File: config.mk
export PLATFORM = sky130hd
export DESIGN_NAME = mem_dump_reader_flat
export DESIGN_NICKNAME = d
export VERILOG_FILES = /design/src/rtl/mem_dump_reader_pkg.sv /design/src/rtl/mem_dump_reader_if.sv /design/src/rtl/mem_dump_reader_skid_fifo.sv /design/src/rtl/mem_dump_reader.sv /design/src/flat_wrapper.sv
export SDC_FILE = /design/constraint.sdc
export NUM_CORES = 1
export LEC_CHECK = 0
export CORE_ASPECT_RATIO = 0.75
export CORE_MARGIN = 5
export CORE_UTILIZATION = 35
export DETAILED_ROUTE_END_ITERATION = 8
export SLEW_MARGIN = 30
export SYNTH_ARGS = -nofsm -noshare
export SYNTH_HDL_FRONTEND = slang
export SYNTH_SLANG_ARGS = --single-unit
File: constraint.sdc
create_clock -name clk -period 8.05 [get_ports clk]
set_clock_uncertainty 0.05 [all_clocks]
set_input_delay 1.61 -clock clk [delete_from_list [all_inputs] [get_ports clk]]
set_output_delay 1.61 -clock clk [all_outputs]
set_load 0.02 [all_outputs]
File: src/rtl/mem_dump_reader_pkg.sv
// ============================================================================
// mem_dump_pkg : shared FSM state type, FIFO depth and counter width helper
// Rev 1.0
// ============================================================================
`default_nettype none

package mem_dump_pkg;

  typedef enum logic [1:0] {
    IDLE  = 2'd0,
    ISSUE = 2'd1,
    DRAIN = 2'd2,
    FIN   = 2'd3
  } dump_state_t;

  localparam int FIFO_DEPTH = 2;

  // Bits needed to hold any value 0..max_val inclusive.
  function automatic int cnt_width(input int max_val);
    return (max_val < 2) ? 1 : $clog2(max_val + 1);
  endfunction

endpackage

`default_nettype wire

File: src/rtl/mem_dump_reader_if.sv
// ============================================================================
// mem_dump_reader_if : valid/ready word stream from the dump reader to its sink
// Rev 1.0
// ============================================================================
`default_nettype none

interface mem_dump_reader_if #(
  parameter int WID_MEM = 8
);

  logic [WID_MEM-1:0] out_data;
  logic               out_valid;
  logic               out_ready;
  logic               out_last;

  modport master (
    output out_data,
    output out_valid,
    output out_last,
    input  out_ready
  );

  modport slave (
    input  out_data,
    input  out_valid,
    input  out_last,
    output out_ready
  );

endinterface

`default_nettype wire

File: src/rtl/mem_dump_reader_skid_fifo.sv
// ============================================================================
// mem_dump_skid_fifo : two-entry data+last FIFO absorbing the RAM read latency
// Rev 1.0
// ============================================================================
`default_nettype none

module mem_dump_skid_fifo
  import mem_dump_pkg::*;
#(
  parameter int WID_MEM = 8
) (
  input  logic               clk,
  input  logic               reset,
  input  logic               push,
  input  logic [WID_MEM-1:0] push_data,
  input  logic               push_last,
  input  logic               pop,
  input  logic               flush,
  output logic [1:0]         count,
  output logic [WID_MEM-1:0] head_data,
  output logic               head_last
);

  logic [WID_MEM-1:0] r_data [FIFO_DEPTH];
  logic               r_last [FIFO_DEPTH];
  logic               r_wptr;
  logic               r_rptr;
  logic [1:0]         r_count;
  logic               w_pop;

  assign w_pop = pop && (r_count != 2'd0);

  // The issuer never pushes into a full FIFO, so no full check is needed here.
  always_ff @(posedge clk or negedge reset) begin
    if (!reset) begin
      r_wptr  <= 1'b0;
      r_rptr  <= 1'b0;
      r_count <= 2'd0;
      for (int i = 0; i < FIFO_DEPTH; i++) begin
        r_data[i] <= '0;
        r_last[i] <= 1'b0;
      end
    end else if (flush) begin
      r_wptr  <= 1'b0;
      r_rptr  <= 1'b0;
      r_count <= 2'd0;
    end else begin
      if (push) begin
        r_data[r_wptr] <= push_data;
        r_last[r_wptr] <= push_last;
        r_wptr         <= ~r_wptr;
      end
      if (w_pop) begin
        r_rptr <= ~r_rptr;
      end
      r_count <= r_count + {1'b0, push} - {1'b0, w_pop};
    end
  end

  assign count     = r_count;
  assign head_data = r_data[r_rptr];
  assign head_last = r_last[r_rptr];

endmodule

`default_nettype wire

File: src/rtl/mem_dump_reader.sv
// ============================================================================
// mem_dump_reader : sweeps a RAM address window and streams the words out;
// define MEM_DUMP_CSUM_EN to add a running 32-bit checksum output (csum).
// Rev 1.0
// ============================================================================
`default_nettype none

module mem_dump_reader
  import mem_dump_pkg::*;
#(
  parameter int WID_MEM   = 8,
  parameter int DEPTH_MEM = 16384,
  parameter int RD_LAT    = 1
) (
  input  logic               clk,
  input  logic               reset,
  input  logic               start,
  input  logic [31:0]        base_addr,
  input  logic [31:0]        num_words,
  input  logic               abort,
  output logic [31:0]        raddr,
  input  logic [WID_MEM-1:0] rdata,
  mem_dump_reader_if.master  ds,
  output logic               busy,
  output logic               done,
  output logic               err
`ifdef MEM_DUMP_CSUM_EN
  ,
  output logic [31:0]        csum
`endif
);

  localparam int                 c_cnt_w   = cnt_width(DEPTH_MEM);
  localparam logic [c_cnt_w-1:0] c_rem_one = c_cnt_w'(1);

  if (RD_LAT != 1) begin : g_rd_lat_check
    $error("mem_dump_reader: only RD_LAT=1 is supported");
  end

  dump_state_t        r_state;
  dump_state_t        w_state_nxt;

  logic [31:0]        r_next_addr;
  logic [c_cnt_w-1:0] r_remaining;
  logic [31:0]        r_raddr;
  logic               r_inflight;
  logic               r_inflight_last;
  logic               r_err;

  logic               w_start_ok;
  logic               w_zero;
  logic [32:0]        w_end;
  logic               w_range_err;
  logic               w_active;
  logic               w_flush;
  logic               w_issue;
  logic [2:0]         w_occ;
  logic               w_push;
  logic               w_pop;
  logic               w_out_valid;
  logic [1:0]         w_fifo_count;
  logic [WID_MEM-1:0] w_head_data;
  logic               w_head_last;

  assign w_start_ok  = start && (r_state == IDLE);
  assign w_zero      = (num_words == 32'd0);
  assign w_end       = {1'b0, base_addr} + {1'b0, num_words};
  assign w_range_err = (w_end > 33'(DEPTH_MEM));
  assign w_active    = (r_state == ISSUE) || (r_state == DRAIN);
  assign w_flush     = abort && w_active;

  assign w_out_valid = (w_fifo_count != 2'd0);
  assign w_pop       = w_out_valid && ds.out_ready;
  assign w_occ       = {1'b0, w_fifo_count} + {2'b00, r_inflight};

  // Crediting this cycle's pop lets a word issue every cycle while the sink
  // keeps up, without ever exceeding the two FIFO slots.
  assign w_issue = (r_state == ISSUE) && !abort && (r_remaining != '0) &&
                   (w_occ < (3'(FIFO_DEPTH) + {2'b00, w_pop}));

  assign w_push = r_inflight && !w_flush;

  // ---------------------------------------------------------------- FSM ----
  always_ff @(posedge clk or negedge reset) begin
    if (!reset) begin
      r_state <= IDLE;
    end else begin
      r_state <= w_state_nxt;
    end
  end

  always_comb begin
    w_state_nxt = r_state;
    unique case (r_state)
      IDLE: begin
        if (start) begin
          w_state_nxt = (w_zero || w_range_err) ? FIN : ISSUE;
        end
      end
      ISSUE: begin
        if (abort) begin
          w_state_nxt = FIN;
        end else if (w_issue && (r_remaining == c_rem_one)) begin
          w_state_nxt = DRAIN;
        end
      end
      DRAIN: begin
        if (abort) begin
          w_state_nxt = FIN;
        end else if (w_pop && w_head_last) begin
          w_state_nxt = FIN;
        end
      end
      FIN:     w_state_nxt = IDLE;
      default: w_state_nxt = IDLE;
    endcase
  end

  always_comb begin
    busy = 1'b0;
    done = 1'b0;
    case (r_state)
      ISSUE, DRAIN: busy = 1'b1;
      FIN:          done = 1'b1;
      default:      ;
    endcase
  end

  // ------------------------------------------------- address / in-flight ----
  always_ff @(posedge clk or negedge reset) begin
    if (!reset) begin
      r_next_addr     <= 32'd0;
      r_remaining     <= '0;
      r_raddr         <= 32'd0;
      r_inflight      <= 1'b0;
      r_inflight_last <= 1'b0;
      r_err           <= 1'b0;
    end else begin
      r_inflight      <= w_issue;
      r_inflight_last <= w_issue && (r_remaining == c_rem_one);
      if (w_start_ok) begin
        r_err       <= !w_zero && w_range_err;
        r_next_addr <= base_addr;
        r_remaining <= (w_zero || w_range_err) ? '0 : num_words[c_cnt_w-1:0];
      end else if (w_issue) begin
        r_raddr     <= r_next_addr;
        r_next_addr <= r_next_addr + 32'd1;
        r_remaining <= r_remaining - c_rem_one;
      end
    end
  end

  // The RAM samples raddr at the end of the issue cycle, so the address is
  // presented in that same cycle and held otherwise.
  assign raddr = w_issue ? r_next_addr : r_raddr;
  assign err   = r_err;

  mem_dump_skid_fifo #(
    .WID_MEM (WID_MEM)
  ) u_fifo (
    .clk       (clk),
    .reset     (reset),
    .push      (w_push),
    .push_data (rdata),
    .push_last (r_inflight_last),
    .pop       (w_pop),
    .flush     (w_flush),
    .count     (w_fifo_count),
    .head_data (w_head_data),
    .head_last (w_head_last)
  );

  assign ds.out_valid = w_out_valid;
  assign ds.out_data  = w_head_data;
  assign ds.out_last  = w_out_valid && w_head_last;

`ifdef MEM_DUMP_CSUM_EN
  logic [31:0] r_csum;

  always_ff @(posedge clk or negedge reset) begin
    if (!reset) begin
      r_csum <= 32'd0;
    end else if (w_start_ok) begin
      r_csum <= 32'd0;
    end else if (w_pop) begin
      r_csum <= r_csum + 32'(w_head_data);
    end
  end

  assign csum = r_csum;
`endif

endmodule

`default_nettype wire

File: src/flat_wrapper.sv
// flat-port wrapper written by rule: the top's interface ports become plain ports
module mem_dump_reader_flat import mem_dump_pkg::*;
#(
  parameter int WID_MEM   = 8,
  parameter int DEPTH_MEM = 16384,
  parameter int RD_LAT    = 1
)
  (clk, reset, start, base_addr, num_words, abort, raddr, rdata, busy, done, err, ds_out_data, ds_out_valid, ds_out_last, ds_out_ready);
  mem_dump_reader_if #(.WID_MEM(WID_MEM)) ds_i ();
  input  logic clk;
  input  logic reset;
  input  logic start;
  input  logic [31:0] base_addr;
  input  logic [31:0] num_words;
  input  logic abort;
  output logic [31:0] raddr;
  input  logic [WID_MEM-1:0] rdata;
  output logic busy;
  output logic done;
  output logic err;
  output wire logic [$bits(ds_i.out_data)-1:0] ds_out_data;
  output wire logic [$bits(ds_i.out_valid)-1:0] ds_out_valid;
  output wire logic [$bits(ds_i.out_last)-1:0] ds_out_last;
  input wire logic [$bits(ds_i.out_ready)-1:0] ds_out_ready;
  assign ds_out_data = ds_i.out_data;
  assign ds_out_valid = ds_i.out_valid;
  assign ds_out_last = ds_i.out_last;
  assign ds_i.out_ready = ds_out_ready;
  mem_dump_reader #(.WID_MEM(WID_MEM), .DEPTH_MEM(DEPTH_MEM), .RD_LAT(RD_LAT)) u_core (.clk(clk), .reset(reset), .start(start), .base_addr(base_addr), .num_words(num_words), .abort(abort), .raddr(raddr), .rdata(rdata), .ds(ds_i), .busy(busy), .done(done), .err(err));
endmodule
==> impl_metrics.yaml, run 1 <==
global_routing:
  grt_usage_pct: 17.4
  overflow: 0
  grt_pass1_wl_mm: 36.0
  grt_pass1_vias: 6400
  antenna_found_initial: 2
  grt_max_degree: 90
clock_tree:
  cts_tree: "yes"
  numClockSinks: 106
  clock_latency_ns: 0.36
  cts_buffers: 9
  clk_pin_slew_ns: 0.07
  clockRootBuffer: "clkbuf_16"
  htree_levels: 3
  cts_setup_buffers: 0
  cts_hold_buffers: 0
  clk_path_buf_depth: 2
  cts-resized-gates: 0
placement:
  routabilityCongestion: 0.902
  post-place-ws_ns: 1.85
  dp_hpwl_mm: 17.4
  numPortBuffers: 121
synth:
  synth_top_family_by_area: "simple AND/OR/NAND/NOR gates"
  syn_inst: 824
  synthSimpleGateAreaFrac_pct: 16.9
  synth.yosys.seq_area_share_pct: 34.7
  synthesis.area_mm2: 0.00765
  synth_top_cell_area_share_pct: 34.7
  synth_nets: 946
  synth.most_common_cell: "dfrtp_1"
  yosys_warnings: 0
  synth-seq-cells: 106
  netlist-cell-type-count: 72
  synthAdderAreaFrac_pct: 7.46
  synth_xor_area_share_pct: 7.56
  yosys_most_used_dff: "dfrtp_1"
  ys_top_cells_by_count: "dfrtp_1, nand2_1, mux2_2"
  async_flop_share_pct: 100
  synth.area.top_cells: "dfrtp_1, mux2_2, ha_1"
  muxShareOfSynthArea_pct: 13.0
  synth.avg_cell_area_um2: 9.29
  synth_edf_count: 0
  yosysTopAreaCell: "dfrtp_1"
  synth-compound-area-share_pct: 16.5
finish:
  drive_gt1_share_pct: 14.6
  antenna_cells: 0
  area_growth_pct: 22.0
  nNetsFinal: 1036
  fillCellCount: 2074
  multiInputGateArea_mm2: 0.00470
  seq_area_mm2: 0.00265
routing:
  wl_mm: 22.3
  drtAntennaViolNets: 0
  drt_iter0_drc: 604
  viasPerCell: 5.41
  dr.pass1.iters: 5
  wl_per_cell_um: 18.4
  via_count: 6531
  drc: 0
timing:
  slew_viol_final: 0
  post-route-min-period_ns: 6.17
  setup_slack_ns: 1.88
  fin_setup_tns_ns: 0
  rsz0062_at_grt: "false"
  hold_viol_final: 0
  finalCritPeriodShare_pct: 76.7
  worst_slew_pin_slew_ns: 0.900
  max_slew_margin_pct: 40.0
  finalSetupViolCount: 0
  max_freq_ghz: 0.162
run:
  cap_violations: 0
critical_path:
  r2r_cells: 9
  criticalPathCategory: "primary input to primary output"
  critPathCaptureType: "primary output"
  start_kind: "primary input"
  cp.required_ns: 6.39
  r2r-end: "u_core.r_remaining[12]"
  cp_max_fo: 42
  r2r_slack_ns: 4.19
  arrival_ns: 4.51
  r2r-start: "u_core.r_remaining[7]"
power_and_ir_drop:
  finalPower_w: 0.00279
  power_density_mw_per_mm2: 298
  p_leak_nw: 3.73
  peakVddDrop_mv: 0.212
floorplan:
  rows: 46
  io_pins: 122
  die_w_um: 181
  die_h_um: 138
  core-area_mm2: 0.0214
  die-area_mm2: 0.0249
  start_util_pct: 35.8
hold_path:
  hp-start: "u_core.r_raddr[22]"
  hold_path_end: "u_core.r_raddr[22]"
  min-delay-path-class: "flop to flop"
  holdPathStages: 1
status:
  run_status: "finished clean"
==> flip-flops by register name, indices dropped and copies added, names as in the netlist, 2 cells and up <==
register,cells
u_core.r_remaining,15
u_core.r_raddr,32
u_core.r_next_addr,32
u_core.u_fifo.r_data,16
u_core.u_fifo.count,2
u_core.r_state,2
u_core.u_fifo.r_last,2
==> how the worst max path moves through the flow <==
stage / from / depth (start not counted) / endpoint / slack (ns)
finish: abort / 7 / raddr[31] / 1.88
global route: abort / 7 / raddr[5] / 1.65
CTS: abort / 7 / raddr[31] / 1.84
detailed placement: abort / 7 / raddr[31] / 1.85
global placement: abort / 7 / raddr[31] / 1.89
floorplan: abort / 7 / raddr[25] / 3.31
==> final cells by class <==
type	instances	area share, %
Clock buffer	9	2.41
Clock inverter	7	0.831
Inverter	22	0.885
Multi-Input combinational cell	651	50.4
Sequential cell	106	28.4
Tap cell	288	3.86
Timing Repair Buffer	124	13.2
==> critical path: stages <==
cell and delay (ns):
clkdlybuf4s50_1 0.66, nor2_1 0.09, nand3_1 0.12, a41o_2 0.71
inv_2 0.35, mux2_2 0.35, clkdlybuf4s50_1 0.60
==> through the flow <==
step	area (um^2)	util [%]	hold slack, ns	std cells
after global placement	9030	42.3	0.431	1191
after CTS	9330	43.7	0.459	1207
after detailed placement	9030	42.3	0.439	1191
after global routing	9330	43.7	0.472	1207
final	9330	43.7	0.456	1207
after floorplan	7650	-	0.418	824
==> power by group <==
group | switching [W] | internal (W)
Combinational | 0.000671 | 0.000693
Clock | 0.000224 | 0.000220
Sequential | 0.000221 | 0.000755
==> cells by family after synthesis <==
family                     Yosys count
buffers and inverters               67
and+or+nand+nor                    259
AOI/OAI and AO/OA                  192
DFF                                106
adders and majority gates           45
muxes                               89
xor gates and xnor gates            66
==> per-layer routing <==
metal  up-vias  routed length (um)  GRT usage, %  part of all wire (%)
met5         -                  13             0                 0.058
met4         2                 164          2.15                  0.74
met3        18                1440          4.30                   6.5
met2       205                9090          24.9                    41
met1      3138               11600          27.2                    52
li1       3168                   -             -                     -
==> placed cells by master (no fill, tap or decap), types with 4 or more instances in the layout <==
cell | Yosys | layout
a211oi_1 | 8 | 8
a21o_1 | 11 | 11
a21oi_1 | 46 | 46
a31oi_1 | 7 | 7
and3_1 | 5 | 5
buf_4 | 4 | 4
clkbuf_16 | 0 | 9
clkdlybuf4s50_1 | 0 | 120
dfrtp_1 | 106 | 106
ha_1 | 44 | 44
inv_1 | 21 | 21
mux2_2 | 86 | 86
nand2_1 | 96 | 96
nand2b_1 | 4 | 4
nand3_1 | 26 | 26
nand4_1 | 27 | 27
nor2_1 | 44 | 43
nor2b_1 | 5 | 5
nor3_1 | 11 | 11
nor4_1 | 17 | 17
o211ai_1 | 6 | 6
o21a_1 | 5 | 5
o21ai_0 | 56 | 56
o21ai_1 | 6 | 6
o21bai_1 | 4 | 4
o22ai_1 | 14 | 14
or3_1 | 5 | 5
xnor2_1 | 35 | 35
xor2_1 | 31 | 31
Power figures use the tool's default switching activity.
==> run 2: changes to the inputs <==
==> constraint.sdc (replaced) <==
create_clock -name clk -period 6.3 [get_ports clk]
set_clock_uncertainty 0.05 [all_clocks]
set_input_delay 1.26 -clock clk [delete_from_list [all_inputs] [get_ports clk]]
set_output_delay 1.26 -clock clk [all_outputs]
set_load 0.02 [all_outputs]
==> impl_metrics.yaml, run 2 (synthesis results as in run 1) <==
global_routing:
  antenna_found_initial: 0
  grt_usage_pct: 17.9
  grt_max_degree: 90
  overflow: 0
  grt_pass1_wl_mm: 36.6
  grt_pass1_vias: 6652
critical_path:
  slowest_stage: "clkdlybuf4s50_1"
  r2r_cells: 10
  r2r-end: "u_core.r_state[1]"
  cp_slowest_stage_delay_ns: 0.67
  path_delay_family: "buffers and inverters"
  arrival_ns: 3.92
  r2r_slack_ns: 2.83
  cpMostUsedCell: "clkdlybuf4s50_1"
  cp.required_ns: 4.99
  critPathCaptureType: "primary output"
  cp_max_fo: 23
  criticalPathCategory: "primary input to primary output"
  worstPathCellList: "clkdlybuf4s50_1 -> nor2_1 -> nand3_1 -> a41o_2 -> buf_4 -> mux2_2 -> clkdlybuf4s50_1"
  crit_buf_inv: 3
  worstSetupPathDepth: 7
  start_kind: "primary input"
  r2r-start: "u_core.r_remaining[7]"
timing:
  holdWs_ns: 0.455
  fin_setup_tns_ns: 0
  slew_viol_final: 0
  max_freq_ghz: 0.191
  post-route-min-period_ns: 5.23
  finalCritPeriodShare_pct: 83.1
  hold_viol_final: 0
  rsz0062_at_grt: "false"
  worst_slew_pin_slew_ns: 0.850
  max_slew_margin_pct: 43.2
  finalSetupViolCount: 0
power_and_ir_drop:
  p_seq_share_pct: 34.6
  p_clk_share_pct: 16.0
  p_leak_nw: 3.73
  p_comb_share_pct: 49.4
  power_density_mw_per_mm2: 384
  sw_frac_of_total_pct: 40.4
  p_switching_w: 0.00145
  p_int_w: 0.00214
  finalPower_w: 0.00358
  peakVddDrop_mv: 0.178
routing:
  drtAntennaViolNets: 0
  dr.pass1.iters: 4
  wl_mm: 22.8
  wl_per_cell_um: 18.9
  drc: 0
  viasPerCell: 5.47
  drt_iter0_drc: 596
  via_count: 6610
clock_tree:
  cts_hold_buffers: 0
  clk_path_buf_depth: 2
  cts-resized-gates: 0
  htree_levels: 3
  clock_latency_ns: 0.36
  cts_buffers: 9
  clockRootBuffer: "clkbuf_16"
  numClockSinks: 106
  cts_setup_buffers: 0
  clk_pin_slew_ns: 0.08
  cts_tree: "yes"
finish:
  final_common_cell: "clkdlybuf4s50_1"
  final_cell_mix: "clkdlybuf4s50_1, dfrtp_1, nand2_1"
  nNetsFinal: 1037
  drive_gt1_share_pct: 14.7
  final_core_util_pct: 43.8
  fillCellCount: 2070
  area_growth_pct: 22.1
  largest_registers: "u_core.r_next_addr x32, u_core.r_raddr x32, u_core.u_fifo.r_data x16"
placement:
  dp_hpwl_mm: 17.6
  routabilityCongestion: 0.912
  numPortBuffers: 121
hold_path:
  holdPathStages: 1
  hold_path_end: "u_core.u_fifo.r_data[5]"
  min-delay-path-class: "flop to flop"
  hp-start: "u_core.u_fifo.r_data[5]"
floorplan:
  die-area_mm2: 0.0249
  die_h_um: 138
  rows: 46
  core-area_mm2: 0.0214
  start_util_pct: 35.8
  io_pins: 122
  die_w_um: 181
status:
  run_status: "finished clean"
run:
  cap_violations: 0
==> run 2: cell count changes in the layout (fill, tap and decap cells not counted), sizes merged <==
cell,change
diode,+1
buf,+1
==> run 2: area by class of cell <==
type / count / area (um^2) / area share (%)
multi-input cells: 651 / 4700 / 50.3
flip-flops and latches: 106 / 2650 / 28.4
repair buffers: 125 / 1240 / 13.3
well taps: 288 / 360 / 3.86
clock buffers: 9 / 225 / 2.41
inverters: 22 / 82.6 / 0.884
clock inverters: 7 / 80.1 / 0.857
diodes: 1 / 2.50 / 0.0268
==> run 2: per-layer routing <==
| metal | share of wire (%) | global-route usage, % |
|---|---|---|
| met5 | 0 | 0 |
| met2 | 40 | 25.1 |
| met1 | 51 | 28.3 |
| met4 | 1.4 | 3.18 |
| met3 | 6.8 | 3.54 |
==> run 2: worst max path at each step <==
stage | endpoint | slack (ns) | from
global route | raddr[31] | 0.86 | ds_out_ready
CTS | raddr[4] | 1.05 | abort
global placement | u_core.r_state[1] | 0.98 | num_words[0]
floorplan | u_core.r_state[1] | 2.23 | base_addr[0]
detailed placement | u_core.r_state[1] | 0.97 | base_addr[0]
finish | raddr[13] | 1.07 | abort
==> run 2: power groups by stage <==
stage	Clock [W]	Sequential, W	Combinational [W]
3_5_place_dp	0	0.00125	0.00177
3_3_place_gp	0	0.00124	0.00175
4_1_cts	0.000592	0.00124	0.00178
5_1_grt	0.000620	0.00128	0.00193
2_1_floorplan	0	0.00116	0.00121
6_report	0.000575	0.00124	0.00177
==> run 2: stage by stage <==
stage                     std cells  setup slack [ns]  cell area [um^2]
final                          1209              1.07              9350
after global routing           1208             0.861              9340
after CTS                      1208              1.05              9340
after detailed placement       1192             0.972              9040
after global placement         1192             0.979              9040
after floorplan                 824              2.23              7650
==> run 3: changes to the inputs <==
==> constraint.sdc (replaced) <==
create_clock -name clk -period 5.1 [get_ports clk]
set_clock_uncertainty 0.05 [all_clocks]
set_input_delay 1.02 -clock clk [delete_from_list [all_inputs] [get_ports clk]]
set_output_delay 1.02 -clock clk [all_outputs]
set_load 0.02 [all_outputs]
==> impl_metrics.yaml, run 3 (synthesis results as in run 1) <==
routing:
  wl_mm: 23.0
  dr.pass1.iters: 6
  drc: 0
  drt_iter0_drc: 577
  via_count: 6765
  viasPerCell: 5.55
  wl_per_cell_um: 18.9
  drtAntennaViolNets: 0
critical_path:
  r2r-start: "u_core.r_remaining[6]"
  cp_max_fo: 24
  endpoint: "raddr[14]"
  r2r-end: "u_core.r_next_addr[16]"
  arrival_ns: 3.79
  start_kind: "flop"
  cp-startpoint: "u_core.r_remaining[6]"
  criticalPathCategory: "flop to primary output"
  worstPathCellList: "or4_4 -> or4_4 -> nor4_4 -> a41o_4 -> buf_4 -> mux2_2 -> clkdlybuf4s50_1"
  r2r_slack_ns: 1.64
  critPathCaptureType: "primary output"
  r2r_cells: 10
  cp_slowest_stage_delay_ns: 0.55
  cp.required_ns: 4.03
  cpMostUsedCell: "or4_4"
  slowest_stage: "or4_4"
power_and_ir_drop:
  p_switching_w: 0.00179
  p_comb_share_pct: 49.4
  p_seq_share_pct: 34.7
  p_int_w: 0.00265
  power_density_mw_per_mm2: 470
  p_leak_nw: 3.79
  sw_frac_of_total_pct: 40.3
  p_clk_share_pct: 15.9
  peakVddDrop_mv: 0.315
clock_tree:
  clockRootBuffer: "clkbuf_16"
  clock_latency_ns: 0.35
  numClockSinks: 106
  clk_path_buf_depth: 2
  htree_levels: 3
  clk_pin_slew_ns: 0.09
  cts_tree: "yes"
  cts_buffers: 9
floorplan:
  die_h_um: 138
  die-area_mm2: 0.0249
  io_pins: 122
  rows: 46
  start_util_pct: 35.8
  core-area_mm2: 0.0214
  die_w_um: 181
timing:
  hold_viol_final: 0
  setup_slack_ns: 0.238
  worst_slew_pin_slew_ns: 0.816
  finalSetupViolCount: 0
  max_freq_ghz: 0.206
  slew_viol_final: 0
  max_slew_margin_pct: 45.5
  holdWs_ns: 0.456
  fin_setup_tns_ns: 0
  finalCritPeriodShare_pct: 95.3
  rsz0062_at_grt: "false"
  post-route-min-period_ns: 4.86
global_routing:
  grt_max_degree: 89
  grt_usage_pct: 17.7
  grt_pass1_wl_mm: 36.2
  antenna_found_initial: 0
  overflow: 0
  grt_pass1_vias: 6456
finish:
  stdcell_area_mm2: 0.00945
  largest_registers: "u_core.r_next_addr x32, u_core.r_raddr x32, u_core.u_fifo.r_data x16"
  antenna_cells: 0
  final_cell_mix: "clkdlybuf4s50_1, dfrtp_1, nand2_1"
  final_common_cell: "clkdlybuf4s50_1"
  drive_gt1_share_pct: 15.8
  nNetsFinal: 1049
  area_growth_pct: 23.5
placement:
  place_area_mm2: 0.00913
  dp_hpwl_mm: 18.2
  routabilityCongestion: 0.925
  post-place-ws_ns: 0.295
  numPortBuffers: 121
run:
  cap_violations: 0
status:
  run_status: "finished clean"
hold_path:
  min-delay-path-class: "flop to flop"
run 3: per-stage QoR:
stage	utilization, %	power, W	instances
after global placement	42.7	0.00371	1204
after floorplan	-	0.00292	824
after global routing	44.2	0.00473	1220
after CTS	44.2	0.00446	1220
after detailed placement	42.7	0.00374	1204
final	44.2	0.00444	1220
run 3: what timing repair did:
action,CTS,global route
setup endpoints to repair,0,16
setup buffers,0,0
hold buffers,0,0
gates resized for setup,0,1
run 3: final cells by class:
| type | instances | area [um^2] |
|---|---|---|
| Inverter | 22 | 82.6 |
| Timing Repair Buffer | 137 | 1330 |
| Tap cell | 288 | 360 |
| Sequential cell | 106 | 2650 |
| Clock inverter | 7 | 80.1 |
| Fill cell | 2038 | 11900 |
| Multi-Input combinational cell | 651 | 4710 |
| Clock buffer | 9 | 225 |
run 3: metal layers:
metal  part of all wire (%)  global-route usage, %  vias up
met2                     41                   24.6      268
met1                     50                   27.8     3262
met4                    1.3                   3.14        0
met3                    8.2                   4.59       26
li1                       -                      -     3209
met5                      0                      0        -
run 3: worst max-delay path: cells and delay by family, from the launching register on:
family | cells | cell delay (ns)
multiplexers | 1 | 0.36
AO/OA/AOI/OAI | 1 | 0.49
AND/OR/NAND/NOR | 3 | 1.29
buffers and inverters | 2 | 0.85
flip-flops | 1 | 0.42
run 3: power groups by stage:
stage          Clock, W  Sequential [W]  Combinational [W]
2_1_floorplan         0         0.00143            0.00149
3_3_place_gp          0         0.00154            0.00217
3_5_place_dp          0         0.00155            0.00219
4_1_cts        0.000718         0.00154            0.00220
5_1_grt        0.000756         0.00159            0.00239
6_report       0.000705         0.00154            0.00219
run 3: how the worst min path moves through the flow:
| stage | slack (ns) | startpoint | endpoint | cells past startpoint |
|---|---|---|---|---|
| floorplan | 0.42 | u_core.r_remaining[14] | u_core.r_remaining[14] | 2 |
| global placement | 0.43 | u_core.u_fifo.r_data[0] | u_core.u_fifo.r_data[0] | 1 |
| detailed placement | 0.44 | u_core.u_fifo.r_data[1] | u_core.u_fifo.r_data[1] | 1 |
| CTS | 0.46 | u_core.u_fifo.r_data[1] | u_core.u_fifo.r_data[1] | 1 |
| global route | 0.46 | u_core.r_raddr[6] | u_core.r_raddr[6] | 1 |
| finish | 0.46 | u_core.r_raddr[24] | u_core.r_raddr[24] | 1 |
